<file path="src/rtl/icache_refill_ctrl.sv">
// icache_refill_ctrl: returns cache hits and refills a missed line with a burst read.
// Optional macro ICACHE_EARLY_RESTART_EN returns the critical word as soon as it arrives.
module icache_refill_ctrl #(
   parameter int ADDR_W = 32,
   parameter int DATA_W = 32,
   parameter int WORDS_PER_LINE = 4
) (
   input  logic              CLK,
   input  logic              RESET,
   input  logic [ADDR_W-1:0] r_addr,
   input  logic [DATA_W-1:0] r_data,
   input  logic              hit,
   input  logic              request_valid,
   input  logic              r_valid,
   output logic              stall,
   output logic              core_rvalid,
   output logic [DATA_W-1:0] core_rdata,
   output logic              mem_req_valid,
   output logic [ADDR_W-1:0] mem_req_addr,
   input  logic              mem_req_ready,
   input  logic              mem_resp_valid,
   input  logic [DATA_W-1:0] mem_resp_data,
   output logic              fill_we,
   output logic [ADDR_W-1:0] fill_addr,
   output logic [DATA_W-1:0] fill_data,
   output logic              fill_tag_we
);
   localparam int OFF_W = $clog2(WORDS_PER_LINE);
   typedef enum logic [1:0] {IDLE, REQ, FILL, RESP} state_t;
   state_t state, state_n;
   logic [ADDR_W-1:0] line_base;
   logic [OFF_W-1:0] crit_off, beat;
   logic hit_go, miss_go, beat_go, last_beat, crit_beat;
`ifdef ICACHE_EARLY_RESTART_EN
   // served: critical word already returned, remaining beats fill in the background
   logic served;
   assign hit_go = request_valid && hit && r_valid && (state == IDLE || served);
   assign stall = (state != IDLE && !served) || (request_valid && !hit);
`else
   logic [DATA_W-1:0] crit_word;
   assign hit_go = request_valid && hit && r_valid && state == IDLE;
   assign stall = state != IDLE || (request_valid && !hit);
`endif
   assign miss_go = state == IDLE && request_valid && !hit;
   assign beat_go = state == FILL && mem_resp_valid;
   assign last_beat = beat == OFF_W'(WORDS_PER_LINE - 1);
   assign crit_beat = beat_go && beat == crit_off;
   assign mem_req_valid = state == REQ;
   assign mem_req_addr = line_base;
   always_comb begin
      state_n = state;
      case (state)
         IDLE: state_n = miss_go ? REQ : IDLE;
         REQ:  state_n = mem_req_ready ? FILL : REQ;
`ifdef ICACHE_EARLY_RESTART_EN
         FILL: state_n = (beat_go && last_beat) ? IDLE : FILL;
`else
         FILL: state_n = (beat_go && last_beat) ? RESP : FILL;
`endif
         default: state_n = IDLE;
      endcase
   end
   always_ff @(posedge CLK or posedge RESET) begin
      if (RESET) begin
         state <= IDLE;
         line_base <= '0;
         crit_off <= '0;
         beat <= '0;
         core_rvalid <= 1'b0;
         core_rdata <= '0;
         fill_we <= 1'b0;
         fill_addr <= '0;
         fill_data <= '0;
         fill_tag_we <= 1'b0;
`ifdef ICACHE_EARLY_RESTART_EN
         served <= 1'b0;
`else
         crit_word <= '0;
`endif
      end else begin
         state <= state_n;
         fill_we <= beat_go;
         fill_tag_we <= beat_go && last_beat;
         if (miss_go) begin
            line_base <= r_addr & ~ADDR_W'(WORDS_PER_LINE * 4 - 1);
            crit_off <= r_addr[OFF_W+1:2];
         end
         if (beat_go) begin
            fill_addr <= line_base + ADDR_W'({beat, 2'b00});
            fill_data <= mem_resp_data;
            beat <= beat + OFF_W'(1);
         end
`ifdef ICACHE_EARLY_RESTART_EN
         served <= crit_beat || (served && !(beat_go && last_beat));
         core_rvalid <= hit_go || crit_beat;
         if (hit_go || crit_beat) core_rdata <= hit_go ? r_data : mem_resp_data;
`else
         if (crit_beat) crit_word <= mem_resp_data;
         core_rvalid <= hit_go || (beat_go && last_beat);
         // the critical beat may be the last one, so bypass crit_word in that case
         if (hit_go) core_rdata <= r_data;
         else if (beat_go && last_beat) core_rdata <= crit_beat ? mem_resp_data : crit_word;
`endif
      end
   end
endmodule

</file>
<file path="config.mk">
export PLATFORM = sky130hd
export DESIGN_NAME = icache_refill_ctrl
export DESIGN_NICKNAME = d
export VERILOG_FILES = /design/src/rtl/icache_refill_ctrl.sv
export SDC_FILE = /design/constraint.sdc
export NUM_CORES = 1
export LEC_CHECK = 0
export CAP_MARGIN = 40
export CORE_MARGIN = 1.5
export CORE_UTILIZATION = 42
export CTS_BUF_LIST = sky130_fd_sc_hd__clkbuf_4 sky130_fd_sc_hd__clkbuf_8
export CTS_CLUSTER_SIZE = 28
export DETAILED_ROUTE_END_ITERATION = 16
export PLACE_DENSITY = 0.78
export SETUP_SLACK_MARGIN = 0.3
export SLEW_MARGIN = 30
export SYNTH_ARGS = -nofsm -noshare
export SYNTH_HDL_FRONTEND = slang
export SYNTH_SLANG_ARGS = --single-unit
</file>
<file path="constraint.sdc">
create_clock -name CLK -period 6.1 [get_ports CLK]
set_input_delay 1.525 -clock CLK [delete_from_list [all_inputs] [get_ports CLK]]
set_output_delay 1.525 -clock CLK [all_outputs]
set_load 0.02 [all_outputs]
</file>
==> flow_summary.json <==
{
  "p_comb_share_pct": 47.3,
  "p_seq_share_pct": 37.1,
  "area.growth.synth_to_final_pct": 40.9,
  "yosys.area_share.simple_pct": 23.0,
  "fp.dieH_um": 131,
  "grt_pass1_wl_um": 28300,
  "p_int_w": 0.00312,
  "initial_core_util_pct": 43.1,
  "htree_levels": 4,
  "powerDensity_mw_per_mm2": 525,
  "power.leakage_nw": 4.46,
  "post_cts_buffers": 0,
  "ys_warn_count": 0,
  "maxCapViolations": 0,
  "reg2reg_from": "state[1]",
  "cts-root-buf": "clkbuf_8",
  "mostFrequentLayoutCell": "clkdlybuf4s50_1",
  "path_cells": "clkdlybuf4s50_1, nand2b_1, nand2_1, clkdlybuf4s50_1",
  "worstPathArrival_ns": 2.89,
  "track_usage_pct": 21.8,
  "n_fill_cell": 1359,
  "drive_above_1_share_pct": 11.6,
  "ir_drop_mv": 0.363,
  "p_sw_share_pct": 38.4,
  "cts_resized": 0,
  "vias": 5450,
  "fin_util_pct": 60.8,
  "status": "completed",
  "port_buffers": 227,
  "rows": 46,
  "slew_viol_final": 0,
  "syn_area_mm2": 0.00685,
  "skew_ns": 0.0178,
  "endpoint_kind": "output pin",
  "first_iter_violations": 421,
  "synth_cell_types": 32,
  "nets": 961,
  "rsz0062_at_grt": "false",
  "via_per_inst": 5.02,
  "p_sw_w": 0.00195,
  "postCtsHoldBufs": 0,
  "pin_count": 236,
  "ys_seq_elements": 163,
  "core_area_mm2": 0.0159,
  "timing.slew.headroom_pct": 43.1,
  "gp_congestion": 0.742,
  "die_w_um": 131,
  "path_common_cell": "clkdlybuf4s50_1",
  "multi_input_area_mm2": 0.00250,
  "critical_path_class": "primary input to output pin",
  "drc": 0,
  "dpl.cell_count": 1053,
  "crit_path_start": "hit",
  "yosys.area_share.xor_xnor_pct": 0.384,
  "fin_cells": 1086,
  "wl_per_cell_um": 16.8,
  "clk_pin_slew_ns": 0.08,
  "period_share_pct": 72.4,
  "fin_tns_setup_ns": 0,
  "hold_violations": 0,
  "min_from": "fill_addr[29]",
  "max_freq_ghz": 0.226,
  "avgSynthCellArea_um2": 10.6,
  "routed_wirelength_um": 18200,
  "first_pass_iters": 6,
  "synth_compound_area_share_pct": 0.457,
  "clk_latency_ns": 0.45,
  "final_cell_mix": "227 x clkdlybuf4s50_1, 224 x nand2_1, 163 x dfrtp_1, 92 x nand3_1, 31 x nand4_1",
  "start_kind": "primary input",
  "overflow": 0,
  "cp_max_fo": 3,
  "cts_tree": "yes",
  "cts_sinks": 163,
  "cts_max_path_buffers": 2,
  "clkPwrFrac_pct": 15.5,
  "seq_area_frac_synth_pct": 59.6,
  "grt_pass1_vias": 5484,
  "setup_viol": 0,
  "syn_inst": 645,
  "cpMaxStageDelayCell": "clkdlybuf4s50_1",
  "synth_adder_area_share_pct": 0.183,
  "antenna_found_initial": 0,
  "hp-class": "register to register",
  "register_area_mm2": 0.00408,
  "required_ns": 4.58,
  "synth_top_family_by_area": "simple AND/OR/NAND/NOR gates",
  "worstMarginPinSlew_ns": 0.853,
  "max_stage_delay_ns": 0.62,
  "cts_buffers": 17,
  "antenna_cells": 0,
  "min_period_ns": 4.42,
  "die_area_mm2": 0.0171,
  "antenna_left": 0,
  "grt_max_degree": 164,
  "dpl.hpwl_um": 11600,
  "synthMuxAreaShare_pct": 12.1
}
registers in the layout, indices dropped and copies added (netlist names):
| register | cells |
|---|---|
| core_rdata | 32 |
| crit_word | 32 |
| fill_data | 32 |
| fill_addr | 30 |
| mem_req_addr | 28 |
| beat | 2 |
| crit_off | 2 |
| state | 2 |
| core_rvalid | 1 |
| fill_tag_we | 1 |
| fill_we | 1 |
cell type report:
class	count	area share, %
Tap cell	216	2.80
Timing Repair Buffer	236	24.6
Clock buffer	21	2.80
Clock inverter	11	1.34
Multi-Input combinational cell	435	25.9
Inverter	4	0.233
Sequential cell	163	42.3
worst paths after layout:
check                                      to  slack [ns]  cells past startpoint
worst max-delay path                    stall        1.68                      4
worst min-delay path            fill_addr[29]        0.48                      2
worst max register to register       state[0]        3.37                      8
worst min register to register  fill_addr[29]        0.48                      2
max in group asynchronous       crit_word[23]        3.80                      3
min in group asynchronous       fill_data[30]        1.71                      3
cells by family (layout without fill, tap and decap cells):
kind of cell,count (synthesis),in the layout
XOR/XNOR,3,3
AND/OR/NAND/NOR,357,357
flip-flops,163,163
buffers and inverters,52,272
AO/OA/AOI/OAI,4,4
other,1,6
multiplexers,64,64
adder cells (fa/ha/maj),1,1
power by group through the flow:
| stage | logic [W] | clock network (W) | registers, W |
|---|---|---|---|
| final | 0.00240 | 0.000787 | 0.00188 |
| after global routing | 0.00258 | 0.000853 | 0.00194 |
| after CTS | 0.00242 | 0.000814 | 0.00188 |
| after detailed placement | 0.00241 | 0 | 0.00189 |
| after global placement | 0.00237 | 0 | 0.00187 |
| after floorplan | 0.000867 | 0 | 0.00233 |
cell usage after synthesis:
cell type	instances	share of area [%]
nand4_1	31	2.8
nand2b_1	1	0.091
nor2b_2	1	0.13
nand2_1	224	12
buf_2	17	1.2
clkinv_2	1	0.073
mux2_2	22	3.6
a21o_1	1	0.11
nor3_2	1	0.15
nand2_2	1	0.091
nor2b_1	1	0.091
a211o_1	1	0.13
mux2_1	10	1.6
clkbuf_1	13	0.71
and2_1	1	0.091
mux2_4	30	6.6
and4_1	1	0.13
buf_1	2	0.11
o211ai_1	2	0.22
nor2_1	1	0.055
inv_1	2	0.11
inv_4	1	0.091
conb_1	1	0.055
nand3_1	92	6.7
xor2_1	1	0.13
dfrtp_1	163	60
buf_4	13	1.4
mux2i_1	2	0.29
nand2_4	2	0.33
xnor2_1	2	0.26
ha_1	1	0.18
buf_6	3	0.49
per-layer routing:
| metal | vias up | global-route usage (%) | share of wire, % |
|---|---|---|---|
| met1 | 2646 | 27.2 | 42 |
| met3 | 28 | 7.90 | 9.5 |
| met5 | - | 0 | 0 |
| met2 | 225 | 34.8 | 47 |
| li1 | 2551 | - | - |
| met4 | 0 | 8.27 | 2.0 |
stage by stage:
| stage | worst slack [ns] | cell area [µm²] | total power, W | hold WS, ns |
|---|---|---|---|---|
| after floorplan | 2.50 | 6870 | 0.00319 | 0.479 |
| after global placement | 1.72 | 9210 | 0.00424 | 0.457 |
| after detailed placement | 1.69 | 9230 | 0.00430 | 0.461 |
| after CTS | 1.68 | 9630 | 0.00512 | 0.482 |
| after global routing | 1.60 | 9650 | 0.00538 | 0.498 |
| final | 1.68 | 9650 | 0.00507 | 0.475 |
worst max-delay path: cells and delay by family:
family                 cells  cell delay (ns)
and+or+nand+nor            2             0.30
buffers and inverters      2             1.06
No activity file was read; power rests on OpenSTA's default activity.
